--- src/rtl/uncache_mem_arbiter.sv ---
// uncache_mem_arbiter
//   Two-master arbiter for uncached memory accesses. Master 0 is the fetch
//   unit and master 1 is the LSU. Only one transaction is in flight at a time.
//   Stores are posted: the master's request handshake is its completion.
//   Loads hold the arbiter until the response is delivered to the master.
//
// Ports
//   clk, rst                     clock, asynchronous active-high reset
//   mN_req_vld_i / mN_req_rdy_o  master N request handshake (rdy is combinational)
//   mN_req_write_i/size_i/addr_i/wdata_i  master N request fields
//   mN_resp_vld_o / mN_resp_rdy_i         load response handshake to master N
//   mN_resp_data_o               response data (mem_resp_data_i passed through)
//   mem_vld_o / mem_ready_i      downstream request handshake
//   mem_write_o/size_o/addr_o/wdata_o     registered request fields
//   mem_resp_vld_i / mem_resp_rdy_o / mem_resp_data_i  downstream response
module uncache_mem_arbiter #(
    parameter int ADDR_W = 64,
    parameter int DATA_W = 64
) (
    input  logic              clk,
    input  logic              rst,

    input  logic              m0_req_vld_i,
    output logic              m0_req_rdy_o,
    input  logic              m0_req_write_i,
    input  logic [2:0]        m0_req_size_i,
    input  logic [ADDR_W-1:0] m0_req_addr_i,
    input  logic [DATA_W-1:0] m0_req_wdata_i,
    output logic              m0_resp_vld_o,
    input  logic              m0_resp_rdy_i,
    output logic [DATA_W-1:0] m0_resp_data_o,

    input  logic              m1_req_vld_i,
    output logic              m1_req_rdy_o,
    input  logic              m1_req_write_i,
    input  logic [2:0]        m1_req_size_i,
    input  logic [ADDR_W-1:0] m1_req_addr_i,
    input  logic [DATA_W-1:0] m1_req_wdata_i,
    output logic              m1_resp_vld_o,
    input  logic              m1_resp_rdy_i,
    output logic [DATA_W-1:0] m1_resp_data_o,

    output logic              mem_vld_o,
    input  logic              mem_ready_i,
    output logic              mem_write_o,
    output logic [2:0]        mem_size_o,
    output logic [ADDR_W-1:0] mem_addr_o,
    output logic [DATA_W-1:0] mem_wdata_o,

    input  logic              mem_resp_vld_i,
    output logic              mem_resp_rdy_o,
    input  logic [DATA_W-1:0] mem_resp_data_i
);

    localparam int NUM_M = 2;

    typedef struct packed {
        logic              write;
        logic [2:0]        size;
        logic [ADDR_W-1:0] addr;
        logic [DATA_W-1:0] wdata;
    } req_t;

    typedef enum logic [1:0] {
        IDLE = 2'd0,
        SEND = 2'd1,
        WAIT = 2'd2
    } state_t;

    state_t                state;
    req_t                  req_q;
    logic                  gnt_q;
    logic                  last_grant;

    req_t [NUM_M-1:0]      req;
    logic [NUM_M-1:0]      req_vld;
    logic [NUM_M-1:0]      req_rdy;
    logic [NUM_M-1:0]      resp_rdy;
    logic [NUM_M-1:0]      resp_vld;

    logic                  win_vld;
    logic                  win_idx;

    // Gather per-master inputs into indexable arrays.
    assign req_vld  = {m1_req_vld_i, m0_req_vld_i};
    assign resp_rdy = {m1_resp_rdy_i, m0_resp_rdy_i};
    assign req[0]   = {m0_req_write_i, m0_req_size_i, m0_req_addr_i, m0_req_wdata_i};
    assign req[1]   = {m1_req_write_i, m1_req_size_i, m1_req_addr_i, m1_req_wdata_i};

    // Grant is purely a function of this cycle's valids: a master that drops
    // its request before being accepted simply does not take part. On a tie
    // the master that did not win last time goes first. Reset masks the
    // accept so nothing is handshaken while rst is held.
    always_comb begin
        win_vld = (state == IDLE) && !rst && (|req_vld);
        win_idx = (&req_vld) ? ~last_grant : req_vld[1];
    end

    always_comb begin
        req_rdy = '0;
        if (win_vld) begin
            req_rdy[win_idx] = 1'b1;
        end
    end

    assign m0_req_rdy_o = req_rdy[0];
    assign m1_req_rdy_o = req_rdy[1];

    // Response steering: only the granted master sees the valid, and only
    // the granted master's ready reaches memory. Data is shared.
    assign mem_resp_rdy_o = (state == WAIT) && resp_rdy[gnt_q];

    always_comb begin
        resp_vld = '0;
        if (state == WAIT) begin
            resp_vld[gnt_q] = mem_resp_vld_i;
        end
    end

    assign m0_resp_vld_o  = resp_vld[0];
    assign m1_resp_vld_o  = resp_vld[1];
    assign m0_resp_data_o = mem_resp_data_i;
    assign m1_resp_data_o = mem_resp_data_i;

    // Downstream request comes straight from the capture register, so the
    // fields stay put for the whole SEND phase and read as zero after reset.
    assign mem_vld_o   = (state == SEND);
    assign mem_write_o = req_q.write;
    assign mem_size_o  = req_q.size;
    assign mem_addr_o  = req_q.addr;
    assign mem_wdata_o = req_q.wdata;

    // Control FSM. last_grant resets to 1 so master 0 wins the first tie.
    always_ff @(posedge clk or posedge rst) begin
        if (rst) begin
            state      <= IDLE;
            req_q      <= '0;
            gnt_q      <= 1'b0;
            last_grant <= 1'b1;
        end else begin
            case (state)
                IDLE: begin
                    if (win_vld) begin
                        req_q      <= req[win_idx];
                        gnt_q      <= win_idx;
                        last_grant <= win_idx;
                        state      <= SEND;
                    end
                end
                SEND: begin
                    // Stores finish at the memory handshake; loads wait for data.
                    if (mem_ready_i) begin
                        state <= req_q.write ? IDLE : WAIT;
                    end
                end
                WAIT: begin
                    if (mem_resp_vld_i && mem_resp_rdy_o) begin
                        state <= IDLE;
                    end
                end
                default: state <= IDLE;
            endcase
        end
    end

endmodule

--- config.mk ---
export PLATFORM = sky130hd
export DESIGN_NAME = uncache_mem_arbiter
export DESIGN_NICKNAME = d
export VERILOG_FILES = /design/src/rtl/uncache_mem_arbiter.sv
export SDC_FILE = /design/constraint.sdc
export NUM_CORES = 1
export LEC_CHECK = 0
export ABC_AREA = 0
export BUFFER_PORTS_ARGS = -buffer_cell sky130_fd_sc_hd__buf_2
export CORE_AREA = 5 5 232 234
export DETAILED_ROUTE_END_ITERATION = 10
export DIE_AREA = 0 0 237 239
export GPL_ROUTABILITY_DRIVEN = 0
export GPL_TIMING_DRIVEN = 0
export SLEW_MARGIN = 20
export SYNTH_ARGS = -nofsm -noshare
export SYNTH_HDL_FRONTEND = slang
export SYNTH_SLANG_ARGS = --single-unit
--- constraint.sdc ---
create_clock -name clk -period 6.1 [get_ports clk]
set_input_delay 0.61 -clock clk [delete_from_list [all_inputs] [get_ports clk]]
set_output_delay 0.61 -clock clk [all_outputs]
set_load 0.02 [all_outputs]
==> parameters.txt, run 1 <==
Parameter                              Value

Outcome
  Result of the run    complete, no violations

Critical path
  Delay of the slowest cell on the worst path    roughly 0.8 ns
  Startpoint types    primary input
  Crit path depth    5
  CP arrival    roughly 2.5 ns
  Critical path data required time    5.49 ns
  Start-to-end type of the worst setup path    primary input to output pin
  Cell chain of the critical path    buf_4 > clkbuf_1 > clkbuf_1 > nor3b_1 > buf_2
  Most repeated library cell on the critical path    sky130_fd_sc_hd__clkbuf_1
  Crit end category    output pin
  R2R cell count    5
  Highest-delay cell along the critical path    sky130_fd_sc_hd__clkbuf_1
  Buffers plus inverters on the worst setup path    4
  Maximum fanout encountered on the critical timing path    10
  CP delay by family, top    buffers and inverters

Clocking
  Clock-pin slew on the worst setup and hold paths    0.06 ns
  Number of levels in the clock H-tree    4
  Post-CTS setup buffers    0
  Clock latency of the later-clocked register in the worst-skew pair    about 0.46 ns
  Clock sinks    roughly 140
  CTS root buf    sky130_fd_sc_hd__clkbuf_16
  Number of CTS-inserted buffers    17
  CTS tree    built
  Number of buffers on the longest clock path    2
  Number of hold-repair buffers added at the cts stage    0
  Number of gates resized after CTS    0

Power
  Power per unit of standard cell area    roughly 440 nW/um^2
  Peak supply drop    211 uV
  Total power after layout    between 5 and 6 mW
  Static leakage power    between 5 and 6 nW

Drt
  Vias    just over 8,000
  Via density    between 4 and 5
  Initial detailed-routing violation count    323
  Remaining DRCs    0
  First-pass iteration count of the detailed router    5
  Count of nets left with antenna violations after detail routing    0
  Overall routed net length    40,200 microns
  WL/cell    19.9 microns

Synthesis
  Most used flip-flop cell after synthesis    sky130_fd_sc_hd__dfrtp_1
  Number of standard cells after synthesis    between 700 and 800
  Number of synthesized flops with an enable pin    0
  Share of synthesized cell area in full adder, half adder and majority cells    0%
  Syn. warnings    0
  Netlist cell types    24
  Leading post-synthesis cells by instance count    sky130_fd_sc_hd__dfrtp_1, sky130_fd_sc_hd__nand2_1, sky130_fd_sc_hd__a221o_1, sky130_fd_sc_hd__buf_4, sky130_fd_sc_hd__nor3_2
  Per-instance average area after synthesis    10.2 sq um
  Proportion of synthesized chip area in sequential cells    between 40% and 50%
  Main combinational cell family by area after synthesis    simple AND/OR/NAND/NOR gates
  Synthesized flop and latch total    136
  Net Count, Synth    ~1,100
  Portion of synthesized cell area occupied by the leading cell type    about 44%
  Post-synthesis async set-or-reset flop share    between 90% and 100%
  Area contributors post-synth    sky130_fd_sc_hd__dfrtp_1, sky130_fd_sc_hd__a221o_1, sky130_fd_sc_hd__buf_4
  Cell area after synthesis    7700 sq um
  Area fraction in and, or, nand and nor cells after synthesis    around 21%
  Post-synthesis compound-gate area fraction    17.6%
  Xor-xnor portion of the synthesized cell area    0%
  Library cell occupying the most area in the post-synthesis netlist    sky130_fd_sc_hd__dfrtp_1
  Top-count cell post-synth    sky130_fd_sc_hd__dfrtp_1
  Share of cell area taken by muxes after synthesis    less than 1%

Floorplan
  Die X-Extent    approximately 240 microns
  Boundary Pins    602
  Die Y    239 microns
  Std-Cell Core Area    51,800 sq um
  Effective utilization at floorplan    between 10% and 20%
  Full die area    56,600 sq um
  Site Rows    84

Final layout
  Fraction of layout cells with a size suffix above 1    a little over 60%
  Final core area utilization    between 20% and 30%
  Area added between synthesis and finish    55.5%
  Number of nets in the finished design    between 1,500 and 2,000

STA
  Time the final worst path needs with I/O delays and setup    slightly above 3 ns
  Highest clock frequency the design can meet    0.325 GHz
  Worst slew pin tran    between 1 and 1.5 ns
  Worst slew margin relative to its limit    between 30% and 40%
  Final WS setup    3.02 ns
  Total setup violations reported at the end of the flow    0
  Count of pins over their slew limit    0
  Final hold vios    0
  Unrepaired setup endpoints after global routing    no
  Setup skew after layout    between 0.008 and 0.009 ns
  Final hold slack    between 0.15 and 0.2 ns
  Post-route clock period utilization    between 50 and 60%

Run
  Max cap viols    0

Global route
  Largest net degree at the start of global routing    81
  Number of global-route vias before repair    about 8,600
  Total track usage    a little over an eighth
  Total global routing overflow    0
  Initial antenna violation count    4
  Global-route wire length before repair    55,900 microns

Hold path
  Tightest Hold Check Type    primary input to async pin

Place
  Worst Setup Slack post-DPL    3.04 ns
  Half-perimeter wire length after placement    roughly 33,000 microns
  Buffers added on ports    536
## worst reg2reg max path, stage by stage, from the launching register on
cell                       delay [ns]
sky130_fd_sc_hd__dfrtp_1         0.42
sky130_fd_sc_hd__or3_1           0.37
sky130_fd_sc_hd__buf_2           0.25
sky130_fd_sc_hd__clkbuf_1        0.29
sky130_fd_sc_hd__nor3_1          0.70
sky130_fd_sc_hd__a221o_1         0.21
## registers in the layout (all words and copies together), names as in the netlist
register	flops
mem_addr_o	64
last_grant	1
mem_wdata_o	64
mem_write_o	1
state	2
mem_size_o	3
gnt_q	1
## where the power goes
| part | switching, mW | total (mW) | leakage, nW | internal [mW] |
|---|---|---|---|---|
| Sequential | 0.274 | 1.61 | 1.69 | 1.33 |
| Clock | 0.433 | 1.20 | 0.323 | 0.770 |
| Combinational | 1.55 | 2.49 | 3.98 | 0.949 |
| Total | 2.25 | 5.30 | 5.99 | 3.05 |
## placed cells by master (no fill, tap or decap)
| master | Yosys | routed |
|---|---|---|
| sky130_fd_sc_hd__a21o_1 | 2 | 2 |
| sky130_fd_sc_hd__a221o_1 | 132 | 132 |
| sky130_fd_sc_hd__and3_1 | 1 | 1 |
| sky130_fd_sc_hd__and4b_1 | 1 | 1 |
| sky130_fd_sc_hd__buf_1 | 1 | 1 |
| sky130_fd_sc_hd__buf_16 | 0 | 1 |
| sky130_fd_sc_hd__buf_2 | 19 | 555 |
| sky130_fd_sc_hd__buf_4 | 131 | 131 |
| sky130_fd_sc_hd__buf_6 | 8 | 8 |
| sky130_fd_sc_hd__bufinv_16 | 0 | 5 |
| sky130_fd_sc_hd__clkbuf_1 | 43 | 44 |
| sky130_fd_sc_hd__clkbuf_16 | 0 | 17 |
| sky130_fd_sc_hd__clkbuf_8 | 0 | 4 |
| sky130_fd_sc_hd__clkinv_2 | 0 | 1 |
| sky130_fd_sc_hd__clkinvlp_4 | 0 | 2 |
| sky130_fd_sc_hd__dfrtp_1 | 135 | 135 |
| sky130_fd_sc_hd__dfstp_2 | 1 | 1 |
| sky130_fd_sc_hd__diode_2 | 0 | 8 |
| sky130_fd_sc_hd__inv_1 | 3 | 2 |
| sky130_fd_sc_hd__inv_6 | 0 | 2 |
| sky130_fd_sc_hd__inv_8 | 0 | 1 |
| sky130_fd_sc_hd__mux2i_1 | 1 | 1 |
| sky130_fd_sc_hd__nand2_1 | 133 | 133 |
| sky130_fd_sc_hd__nand2b_1 | 2 | 2 |
| sky130_fd_sc_hd__nor2_1 | 1 | 1 |
| sky130_fd_sc_hd__nor2b_1 | 2 | 2 |
| sky130_fd_sc_hd__nor3_1 | 63 | 63 |
| sky130_fd_sc_hd__nor3_2 | 70 | 70 |
| sky130_fd_sc_hd__nor3b_1 | 2 | 2 |
| sky130_fd_sc_hd__o21ai_0 | 1 | 1 |
| sky130_fd_sc_hd__o21ai_2 | 1 | 1 |
| sky130_fd_sc_hd__o32ai_1 | 1 | 1 |
| sky130_fd_sc_hd__or3_1 | 1 | 1 |
## final timing paths
check | startpoint | end | slack [ns]
min in group clk | m1_req_wdata_i[8] | mem_wdata_o[8]$_DFFE_PP0P_ | 0.37
max | m0_req_vld_i | m0_req_rdy_o | 3.02
min reg2reg | mem_wdata_o[1]$_DFFE_PP0P_ | mem_wdata_o[1]$_DFFE_PP0P_ | 0.51
max in group asynchronous | rst | mem_addr_o[20]$_DFFE_PP0P_ | 5.12
min | rst | gnt_q$_DFFE_PP0P_ | 0.17
max reg2reg | state[1]$_DFFE_PP0P_ | mem_wdata_o[22]$_DFFE_PP0P_ | 3.79
## area by class of cell
type,instances,area (sq um)
Fill cell,5625,39800
Sequential cell,136,3400
Multi-Input combinational cell,414,2950
Timing Repair Buffer,537,2710
Buffer,202,1330
Tap cell,688,861
Clock buffer,22,484
Clock inverter,10,188
Antenna cell,8,20.0
Inverter,3,18.8
## cells by family (layout without fill, tap and decap cells)
kind of cell | count (synthesis) | after routing
buf+inv | 205 | 774
simple gates | 276 | 276
mux | 1 | 1
flops | 136 | 136
other cells | 0 | 8
compound gates | 137 | 137
## per-layer routing
metal / up-vias / routed length, microns / GRT usage (%)
met3: 67 / 3040 / 3.98
met1: 3909 / 14700 / 14.1
met2: 469 / 20600 / 24.1
met4: 0 / 1950 / 7.98
li1: 3760 / - / -
met5: - / 0 / 0
## stage by stage
| step | TNS, ns | std cells | cell area (sq um) |
|---|---|---|---|
| after floorplan | 0 | 755 | 7700 |
| after global placement | -15.26 | 1979 | 11200 |
| after detailed placement | 0 | 1980 | 11300 |
| after CTS | 0 | 2012 | 12000 |
| after global routing | 0 | 2020 | 12000 |
| final | 0 | 2020 | 12000 |
(Power assumes the default switching activity.)
==> inputs of run 2 (changes only) <==
--- a/config.mk
+++ b/config.mk
@@ -7,9 +7,9 @@
 export LEC_CHECK = 0
 export ABC_AREA = 0
 export BUFFER_PORTS_ARGS = -buffer_cell sky130_fd_sc_hd__buf_2
-export CORE_AREA = 5 5 232 234
+export CORE_AREA = 5 5 229 231
 export DETAILED_ROUTE_END_ITERATION = 10
-export DIE_AREA = 0 0 237 239
+export DIE_AREA = 0 0 234 236
 export GPL_ROUTABILITY_DRIVEN = 0
 export GPL_TIMING_DRIVEN = 0
 export SLEW_MARGIN = 20
==> constraint.sdc (replaced) <==
create_clock -name clk -period 3.1 [get_ports clk]
set_input_delay 0.31 -clock clk [delete_from_list [all_inputs] [get_ports clk]]
set_output_delay 0.31 -clock clk [all_outputs]
set_load 0.02 [all_outputs]
==> run 2 against run 1 <==
Hold slack worse by 0.10 ns. Power is 89% higher. Die area is 2.5% lower. Sequential share of layout area is 0.15 points higher. Clock-buffer cell count is 2 lower. Routed wire length is 0.46% higher. Worst setup slack worse by 2.6 ns. Critical path depth is 3 higher. Cell count is 0.35% lower. Cell area is 0.53% lower. Clock skew hardly changed. First-iteration DRC count is 5.9% higher. Critical endpoint unchanged. Highest routed layer is now met5.
==> parameters.txt, run 2 (same netlist as run 1, synthesis figures left out) <==
Parameter                              Value

Critical path
  Buffers plus inverters on the worst setup path    6 (+2)
  Crit path depth    8 (+3)
  Delay of the slowest cell on the worst path    0.56 ns (-0.24 ns)
  Start-to-end type of the worst setup path    primary input to output pin
  Critical path data required time    2.79 ns (-2.70 ns)
  CP arrival    2.41 ns (-0.06 ns)
  Startpoint types    primary input
  Worst flop-to-flop path endpoint    mem_size_o[2]$_DFFE_PP0P_
  Highest-delay cell along the critical path    sky130_fd_sc_hd__dlygate4sd3_1
  Worst setup endpoint    m0_req_rdy_o
  Crit end category    output pin
  Maximum fanout encountered on the critical timing path    10 (unchanged)
  R2r startpoint    state[1]$_DFFE_PP0P_
  Most repeated library cell on the critical path    sky130_fd_sc_hd__buf_2
  Reg2Reg Setup Slack    0.75 ns (-3.04 ns)
  Critical Path Start    rst
  CP delay by family, top    buffers and inverters
  Cell chain of the critical path    dlygate4sd3_1 > buf_2 > or3_1 > buf_2 > buf_6 > buf_6 > nor3b_1 > buf_2
  R2R cell count    5 (unchanged)

STA
  Setup skew after layout    0.00817 ns (-0.000339 ns)
  Highest clock frequency the design can meet    around 0.37 GHz
  Worst slew margin relative to its limit    29.3% (-1.0 points)
  Worst slew pin tran    1.06 ns (+0.0150 ns)
  Time the final worst path needs with I/O delays and setup    around 2.7 ns
  Total setup violations reported at the end of the flow    0 (unchanged)
  Setup TNS    0 ns (unchanged)
  Post-route clock period utilization    a little under 90%
  Final hold vios    0 (unchanged)
  Unrepaired setup endpoints after global routing    no
  Count of pins over their slew limit    0 (unchanged)

Final layout
  # fillers    5,477 (-2.6%)
  Leading cell types in the layout, fill and taps excluded    sky130_fd_sc_hd__buf_2, sky130_fd_sc_hd__dfrtp_1, sky130_fd_sc_hd__nand2_1, sky130_fd_sc_hd__a221o_1, sky130_fd_sc_hd__buf_4
  Final core area utilization    23.9% (+0.78 points)
  Number of nets in the finished design    1,652 (+0.30%)
  Final cell count without fillers    2,013 (-0.35%)
  Most common library cell in the layout ignoring fill and taps    sky130_fd_sc_hd__buf_2
  Fraction of layout cells with a size suffix above 1    60.3% (about the same)
  Area added between synthesis and finish    54.6%

Place
  Buffers added on ports    536 (unchanged)
  Cells after DPL    1,967 (-0.66%)
  Half-perimeter wire length after placement    33,700 microns (+1.3%)

Drt
  Via density    4.07 (+0.21%)
  Initial detailed-routing violation count    342 (+5.9%)
  First-pass iteration count of the detailed router    4 (-1)
  Overall routed net length    40,400 microns (+0.46%)
  Vias    8,194 (-0.13%)
  Count of nets left with antenna violations after detail routing    0 (unchanged)
  WL/cell    20.1 microns (+0.81%)
  Remaining DRCs    0 (unchanged)

Floorplan
  Boundary Pins    602 (unchanged)
  Std-Cell Core Area    49,900 sq um (-3.8%)
  Site Rows    82 (-2.4%)
  Die Y    236 microns (-1.3%)
  Die X-Extent    234 microns (-1.3%)
  Effective utilization at floorplan    15.4% (+0.58 points)
  Full die area    55,200 sq um (-2.5%)

Clocking
  Clock sinks    136 (unchanged)
  Clock-pin slew on the worst setup and hold paths    0.07 ns (about the same)
  Post-CTS setup buffers    0 (unchanged)
  Clock latency of the later-clocked register in the worst-skew pair    0.46 ns (about the same)
  Number of CTS-inserted buffers    17 (unchanged)
  Number of buffers on the longest clock path    2 (unchanged)
  Number of levels in the clock H-tree    4 (unchanged)
  CTS tree    built
  CTS root buf    sky130_fd_sc_hd__clkbuf_16

Outcome
  Result of the run    complete, no violations

Global route
  Number of global-route vias before repair    8,834 (+2.6%)
  Global-route wire length before repair    56,800 microns (+1.6%)
  Initial antenna violation count    7 (+3)
  Total global routing overflow    0 (unchanged)
  Largest net degree at the start of global routing    32 (-60%)
  Total track usage    14.0% (+0.49 points)

Power
  Peak supply drop    409 uV (+94%)
  Power per unit of standard cell area    843 nW/um^2 (+90%)
  Static leakage power    5.95 nW (-0.60%)

Run
  Max cap viols    0 (unchanged)

Hold path
  Tightest Hold Check Type    primary input to register
-- run 2: area by class of cell --
type | instances | area (sq um) | share of cell area [%]
Antenna cell | 12 | 30.0 | 0.252
Buffer | 202 | 1330 | 11.2
Clock buffer | 20 | 457 | 3.84
Clock inverter | 12 | 92.6 | 0.778
Inverter | 3 | 15.0 | 0.126
Multi-Input combinational cell | 414 | 2950 | 24.8
Sequential cell | 136 | 3400 | 28.6
Tap cell | 672 | 841 | 7.06
Timing Repair Buffer | 542 | 2780 | 23.4
-- run 2: power by group --
group          leakage, nW  internal [mW]  switching (mW)
sequential            1.69           2.62           0.535
combinational         4.01           1.88            3.04
clock                0.260           1.07           0.898
total                 5.95           5.57            4.48
-- run 2: repair_timing --
item / 4_1_cts / 5_1_grt
endpoints found under the hold margin: 25 / 0
endpoints found under the setup margin: 0 / 0
gates resized for setup: 0 / 0
hold buffers: 2 / 0
-- run 2: how the worst min path moves through the flow --
stage / end / from / cells after the start / slack [ns]
2_1_floorplan: state[0]$_DFFE_PP0P_ / mem_ready_i / 1 / 0.42
3_3_place_gp: mem_addr_o[3]$_DFFE_PP0P_ / mem_addr_o[3]$_DFFE_PP0P_ / 1 / 0.49
3_5_place_dp: mem_wdata_o[29]$_DFFE_PP0P_ / rst / 2 / 0.45
4_1_cts: mem_addr_o[30]$_DFFE_PP0P_ / m1_req_addr_i[30] / 2 / 0.01
5_1_grt: mem_addr_o[30]$_DFFE_PP0P_ / m1_req_addr_i[30] / 2 / 0.03
6_report: mem_wdata_o[46]$_DFFE_PP0P_ / m1_req_wdata_i[46] / 2 / 0.07
-- run 2: per-layer routing --
metal	wire length [microns]	global-route usage [%]
met3	3540	4.35
met5	27	0
met2	20500	24.6
met1	14000	14.0
met4	2360	9.49
-- run 2: through the flow --
step           hold slack (ns)  total power, mW  instance area [sq um]  setup slack [ns]
3_5_place_dp             0.446             8.15                  11300             0.353
3_3_place_gp             0.489             8.07                  11200           -0.0117
5_1_grt                 0.0299             10.6                  11900             0.303
6_report                0.0678             10.0                  11900             0.384
4_1_cts                 0.0105             10.2                  11900             0.352
2_1_floorplan            0.419             6.12                   7700              1.08
